<file path="config.mk">
export PLATFORM = sky130hd
export DESIGN_NAME = uart_alu_sequencer
export DESIGN_NICKNAME = d
export VERILOG_FILES = /design/src/rtl/uart_alu_pkg.sv /design/src/rtl/frame_timer.sv /design/src/rtl/uart_alu_sequencer.sv
export SDC_FILE = /design/constraint.sdc
export NUM_CORES = 1
export LEC_CHECK = 0
export BUFFER_PORTS_ARGS = -buffer_cell sky130_fd_sc_hd__buf_2
export CORE_MARGIN = 3
export CORE_UTILIZATION = 54
export CTS_CLUSTER_SIZE = 24
export DETAILED_ROUTE_END_ITERATION = 10
export GPL_TIMING_DRIVEN = 1
export PLACE_DENSITY = 0.78
export SYNTH_ARGS = -nofsm -noshare
export SYNTH_HDL_FRONTEND = slang
export SYNTH_SLANG_ARGS = --single-unit
</file>
<file path="constraint.sdc">
create_clock -name i_clk -period 2.63 [get_ports i_clk]
set_input_delay 0.526 -clock i_clk [delete_from_list [all_inputs] [get_ports i_clk]]
set_output_delay 0.526 -clock i_clk [all_outputs]
set_load 0.01 [all_outputs]
</file>
<file path="src/rtl/uart_alu_pkg.sv">
// rtl/uart_alu_pkg.sv - shared state encodings and ALU opcodes for the UART/ALU sequencer
package uart_alu_pkg;

    typedef enum logic [2:0] {
        ST_WAIT_A  = 3'd0,
        ST_WAIT_B  = 3'd1,
        ST_WAIT_OP = 3'd2,
        ST_EXEC    = 3'd3,
        ST_SEND    = 3'd4
    } state_t;

    localparam logic [5:0] ADD = 6'b100000;
    localparam logic [5:0] SUB = 6'b100010;
    localparam logic [5:0] AND = 6'b100100;
    localparam logic [5:0] OR  = 6'b100101;
    localparam logic [5:0] XOR = 6'b100110;
    localparam logic [5:0] NOR = 6'b100111;
    localparam logic [5:0] SRA = 6'b000011;
    localparam logic [5:0] SRL = 6'b000010;

endpackage

</file>
<file path="src/rtl/frame_timer.sv">
// rtl/frame_timer.sv - inter-byte watchdog; saturating counter that flags expiry at TIMEOUT_CYCLES-1
module frame_timer #(
    parameter int TIMEOUT_CYCLES = 25000000
) (
    input  logic i_clk,
    input  logic i_reset,
    input  logic i_clear,
    input  logic i_enable,
    output logic o_expire
);

    localparam int NB_TIMER = $clog2(TIMEOUT_CYCLES);
    localparam logic [NB_TIMER-1:0] LAST = NB_TIMER'(TIMEOUT_CYCLES - 1);

    logic [NB_TIMER-1:0] count;

    // Saturate at LAST: the owning FSM always leaves the timed states before a wrap matters.
    always_ff @(posedge i_clk or posedge i_reset) begin
        if (i_reset) begin
            count <= '0;
        end else if (i_clear) begin
            count <= '0;
        end else if (i_enable && (count != LAST)) begin
            count <= count + NB_TIMER'(1);
        end
    end

    assign o_expire = i_enable && (count == LAST);

endmodule

</file>
<file path="src/rtl/uart_alu_sequencer.sv">
// rtl/uart_alu_sequencer.sv - collects A/B/opcode frame from UART rx, runs the ALU, offers the result to tx
module uart_alu_sequencer
    import uart_alu_pkg::*;
#(
    parameter int NB_DATA        = 8,
    parameter int NB_OP          = 6,
    parameter int TIMEOUT_CYCLES = 25000000
) (
    input  logic               i_clk,
    input  logic               i_reset,
    input  logic [NB_DATA-1:0] i_rx_data,
    input  logic               i_rx_valid,
    input  logic               i_tx_ready,
    input  logic [NB_DATA-1:0] i_alu_result,
    output logic [NB_DATA-1:0] o_alu_a,
    output logic [NB_DATA-1:0] o_alu_b,
    output logic [NB_OP-1:0]   o_alu_op,
    output logic [NB_DATA-1:0] o_tx_data,
    output logic               o_tx_valid,
    output logic               o_busy,
    output logic               o_timeout,
    output logic               o_overrun
);

    state_t state;
    state_t state_next;

    logic timer_enable;
    logic timer_clear;
    logic timer_expire;
    logic timeout_fire;

    frame_timer #(
        .TIMEOUT_CYCLES(TIMEOUT_CYCLES)
    ) u_frame_timer (
        .i_clk   (i_clk),
        .i_reset (i_reset),
        .i_clear (timer_clear),
        .i_enable(timer_enable),
        .o_expire(timer_expire)
    );

    always_ff @(posedge i_clk or posedge i_reset) begin
        if (i_reset) begin
            state <= ST_WAIT_A;
        end else begin
            state <= state_next;
        end
    end

    always_comb begin
        state_next   = state;
        timer_enable = 1'b0;
        timer_clear  = 1'b1;
        timeout_fire = 1'b0;
        o_tx_valid   = 1'b0;
        o_busy       = 1'b0;
        case (state)
            ST_WAIT_A: begin
                if (i_rx_valid) state_next = ST_WAIT_B;
            end
            ST_WAIT_B, ST_WAIT_OP: begin
                timer_enable = 1'b1;
                timer_clear  = i_rx_valid;
                // A byte landing on the expiry cycle wins over the timeout.
                timeout_fire = timer_expire && !i_rx_valid;
                if (i_rx_valid) begin
                    state_next = (state == ST_WAIT_B) ? ST_WAIT_OP : ST_EXEC;
                end else if (timer_expire) begin
                    state_next = ST_WAIT_A;
                end
            end
            ST_EXEC: begin
                o_busy     = 1'b1;
                state_next = ST_SEND;
            end
            ST_SEND: begin
                o_busy     = 1'b1;
                o_tx_valid = 1'b1;
                if (i_tx_ready) state_next = ST_WAIT_A;
            end
            default: begin
                state_next = ST_WAIT_A;
            end
        endcase
    end

    always_ff @(posedge i_clk or posedge i_reset) begin
        if (i_reset) begin
            o_alu_a   <= '0;
            o_alu_b   <= '0;
            o_alu_op  <= '0;
            o_tx_data <= '0;
            o_timeout <= 1'b0;
            o_overrun <= 1'b0;
        end else begin
            o_timeout <= timeout_fire;
            o_overrun <= i_rx_valid && o_busy;
            if (i_rx_valid && (state == ST_WAIT_A)) o_alu_a <= i_rx_data;
            if (i_rx_valid && (state == ST_WAIT_B)) o_alu_b <= i_rx_data;
            if (i_rx_valid && (state == ST_WAIT_OP)) o_alu_op <= i_rx_data[NB_OP-1:0];
            if (state == ST_EXEC) o_tx_data <= i_alu_result;
        end
    end

    generate
        if (NB_DATA > NB_OP) begin : g_unused_op_bits
            logic unused_rx_high_bits;
            assign unused_rx_high_bits = ^i_rx_data[NB_DATA-1:NB_OP];
        end
    endgenerate

endmodule
</file>
# Yosys cells after proc, flatten, opt, wreduce, memory -nomap -nowiden
# Cells that the tools add are included.
# totals
regBits	60
latch_bits	0
ram_bits	0
mem_bits_ro	0
wordCells	44
memories	0
# op_classes
n_addsub	1
mul	0
n_div	0
order_cmp	0
eq_ne	9
n_shift	0
n_mux	13
bitwise_logic	0
reduce_logical	13
# op_table
cell	n
25-bit two-way mux	2
25-bit by 1-bit adder with 25-bit output (second input constant)	1
25-bit == test (second input constant)	1
25-bit != test (second input constant)	1
3-bit two-way mux	4
3-bit one-hot mux with 4 select lines	1
1-bit logical AND	7
3-bit by 2-bit == test with 1-bit output (second input constant)	2
1-bit two-way mux	6
2-bit != test (second input constant)	2
2-bit OR reduction	2
3-bit by 1-bit == test with 1-bit output (second input constant)	1
3-bit == test (second input constant)	1
3-bit logical NOT	1
3-bit != test (second input constant)	1
3-bit AND reduction	1
2-bit nonzero test	1
1-bit logical NOT	1

# Depth between registers and ports, before layout
# depth
word_depth	7
ltp_mapped	6
mapped_depth_nobuf	4

# By module
# A second synthesis with hierarchy kept.
# hier_totals
cells_unflattened	242
hier_area_um2	2836.5
# modules_own_cells
module	instances	cells_per_inst	area_each_um2
frame_timer	1	152	1428.9
uart_alu_sequencer	1	90	1407.6

# Worst setup path after synthesis
# OpenSTA, ideal clock, no wires.
# synth_timing
kind	register to output
from	reg state[2]
to	out o_busy
t_arrival_ps	1169
required_ps	2104
slack_ps	935
path_stages_with_launch	5
path_buffers	2
path_cell_list	dfrtp_1 > clkbuf_1 > nand3b_1 > clkbuf_1 > nand2_1
# synth_via
elab_chain_cells	3
elab_cells_between_ends	4
cone_classes	eq/ne: 2; mux: 1; reduce/logical: 1
# synth_rtl
item	line_no	rtl
start, declared	uart_alu_sequencer.sv:25	state_t state;
start signal, assigned	uart_alu_sequencer.sv:47	state <= state_next;
3-bit by 2-bit == test with 1-bit output / 3-bit == test (equally long branches)	uart_alu_sequencer.sv:58	case (state)
2-bit OR reduction (no line) *	n/a	
1-bit two-way mux *	uart_alu_sequencer.sv:58	
end, declared	uart_alu_sequencer.sv:20	output logic o_busy,
# Mark *: on every way between the ends. The rest lies on a longest branch, timed or not.

# Final worst setup path
# Ends and elaborated chain as after synthesis.

==> qor.yml <==
global_routing:
  grt_max_degree: 36
  antenna_found_initial: 0
  overflow: 0
  track_usage_pct: 20.2
  grt_pass1_vias: 2030
  grt_pass1_wl_um: 9520
sta:
  rsz0062_at_grt: "false"
  drv_slew: 0
  hold_viol: 0
  tns_ns: 0
  finalClockSkew_ns: 0.00681
  finalCritPeriodShare_pct: 80.3
  layout_setup_ws_ns: 0.519
  fin_crit_ns: 2.11
  maxSlewHeadroom_pct: 52.0
  whs_ns: 0.242
  setup_viol: 0
  worst_slew_pin_slew_ns: 0.717
  fmax_ghz: 0.474
clock_tree:
  hold_buffers: 0
  clk_pin_slew_ns: 0.07
  cts-root-buf: "clkbuf_8"
  htree_num_levels: 3
  cts_tree: "done"
  cts_post_setup_buffers_inserted: 0
  max-clock-path-buffers: 2
  clk-insertion-delay-late_ns: 0.34
  cts_resized: 0
  clkSinkCount: 60
  cts_inserted_buffers: 9
setup_path:
  worst-r2r-cell-count: 4
  cp.required_ns: 2.10
  path_max_fanout: 10
  cp-start-kind: "flop"
  setup.worst_path.end_class: "output port"
  critPathKind: "flop to output port"
  rr_endpoint: "u_frame_timer.count[23]$_DFFE_PP0P_"
  cp.arrival_ns: 1.59
  crit-reg2reg-launch: "u_frame_timer.count[2]$_DFFE_PP0P_"
  regToRegSetupSlack_ns: 0.62
floorplan:
  coreArea_um2: 4790
  die_y_um: 77.0
  start_util_pct: 56.8
  fp-row-count: 25
  die_w_um: 77.0
  ios: 54
  die_area_um2: 5930
run:
  maxCapViolations: 0
power_and_ir_drop:
  leakagePower_nw: 1.43
  ir_drop_uv: 716
  power_mw: 3.15
  power_density_nw_per_um2: 975
layout:
  final_cell_mix: "dfrtp_1 (60), buf_2 (53), mux2_2 (30)"
  postLayoutCellArea_um2: 3230
  nNetsFinal: 314
  layout_commonest_cell: "dfrtp_1"
  utilization_pct: 67.4
  final_cell_count_no_fill: 364
  areaGrowthSynthToFinish_pct: 18.6
  drive_gt1_share_pct: 34.7
  diodes: 0
status:
  status: "finished, final reports clean"
placement:
  dp_hpwl_um: 3820
  gp_congestion: 0.799
  preCtsSetupSlack_ns: 0.604
  post_dp_cell_area_um2: 3040
  dpl.cell_count: 349
  numPortBuffers: 53
drt:
  wl_per_cell_um: 15.4
  drt_wl_total_um: 5600
  ant_nets: 0
  num_vias: 2064
  drt_pre_antenna_iters: 4
  initialDrtViolationCount: 191
  via_per_inst: 5.67
  drc: 0
synthesis:
  ys_seq_area_share_pct: 55.2
  synth_cell_types: 35
  synth.avg_cell_area_um2: 11.4
  synth_nets: 259
  synth_seq_cells: 60
  yosys_warnings: 0
  synth_area_um2: 2720
  synth_cells: 238
hold_path:
  hold_path_class: "input pin to async pin"
==> where the power goes <==
group	switching, mW	internal [mW]	total [mW]
sequential	0.168	1.20	1.36
clock	0.357	0.433	0.790
combinational	0.505	0.488	0.994
==> routing by layer <==
layer	routed length, um	up-vias	GRT usage (%)	part of all wire, %
met3	421	13	6.22	7.5
met2	2670	69	30.7	48
met5	0	-	0	0
met4	88	0	9.61	1.6
met1	2420	1003	26.5	43
li1	-	979	-	-
==> state kept, by name (all words and copies together), names as in the netlist <==
name	flops
u_frame_timer.count	25
o_alu_a	8
o_alu_b	8
o_tx_data	8
o_alu_op	6
state	3
o_overrun	1
o_timeout	1
==> synth_stat cells <==
| cell | n | area (um^2) |
|---|---|---|
| dfrtp_1 | 60 | 1500 |
| mux2_2 | 30 | 338 |
| a21oi_1 | 17 | 85.1 |
| nand2_1 | 17 | 63.8 |
| o21ai_0 | 13 | 65.1 |
| nor2_1 | 9 | 33.8 |
| nand3_1 | 8 | 40.0 |
| and4_1 | 7 | 61.3 |
| or3_1 | 7 | 43.8 |
| clkbuf_1 | 6 | 22.5 |
| nand4_1 | 6 | 37.5 |
| o31ai_1 | 6 | 45.0 |
| or4_1 | 6 | 45.0 |
| inv_1 | 5 | 18.8 |
| nand2b_1 | 5 | 31.3 |
| and3_1 | 4 | 25.0 |
| xor2_1 | 4 | 35.0 |
| buf_2 | 3 | 15.0 |
| mux2i_1 | 3 | 30.0 |
| nor3_1 | 3 | 15.0 |
| nor3_2 | 3 | 30.0 |
| and2_1 | 2 | 12.5 |
| xnor2_1 | 2 | 17.5 |
| a2111o_1 | 1 | 11.3 |
| a21boi_0 | 1 | 7.51 |
| a31oi_1 | 1 | 6.26 |
| buf_4 | 1 | 7.51 |
| ha_1 | 1 | 12.5 |
| nand3b_1 | 1 | 7.51 |
| nand4_2 | 1 | 12.5 |
| nor3b_1 | 1 | 7.51 |
| nor4_1 | 1 | 6.26 |
| nor4bb_1 | 1 | 10.0 |
| o211ai_1 | 1 | 7.51 |
| or3_4 | 1 | 11.3 |
==> worst max-delay path, cell delays in order, from the launching register on <==
cell      delay [ns]
dfrtp_1         0.47
nand3b_1        0.46
nand2_1         0.17
buf_2           0.15
==> how the worst max path moves through the flow <==
stage / from / endpoint / slack (ns) / depth (start not counted)
after global placement: u_frame_timer.count[2]$_DFFE_PP0P_ / u_frame_timer.count[19]$_DFFE_PP0P_ / 0.71 / 4
after detailed placement: u_frame_timer.count[2]$_DFFE_PP0P_ / u_frame_timer.count[21]$_DFFE_PP0P_ / 0.60 / 4
after CTS: state[2]$_DFFE_PP0P_ / o_busy / 0.51 / 3
final: state[2]$_DFFE_PP0P_ / o_busy / 0.52 / 3
after global routing: u_frame_timer.count[2]$_DFFE_PP0P_ / u_frame_timer.count[23]$_DFFE_PP0P_ / 0.37 / 4
after floorplan: i_reset / o_alu_a[0]$_DFFE_PP0P_ / 0.62 / 1
==> final cells by class <==
| cell class | instances | area (um^2) |
|---|---|---|
| clock buffers | 11 | 131 |
| clock inverters | 4 | 51.3 |
| fillers | 359 | 1560 |
| inverters | 5 | 18.8 |
| multi-input cells | 163 | 1150 |
| flip-flops and latches | 60 | 1500 |
| well taps | 67 | 83.8 |
| repair buffers | 54 | 285 |
==> cells by family (layout without fill, tap and decap cells) <==
kind of cell	count (synthesis)	in the layout	share of synthesized area, %
fa+ha+maj	1	1	0.460
mux	33	33	13.5
xor+xnor	6	6	1.93
flops	60	60	55.2
buf+inv	15	74	2.35
compound gates	40	40	8.37
simple gates	83	83	18.2
(Power assumes the default switching activity.)
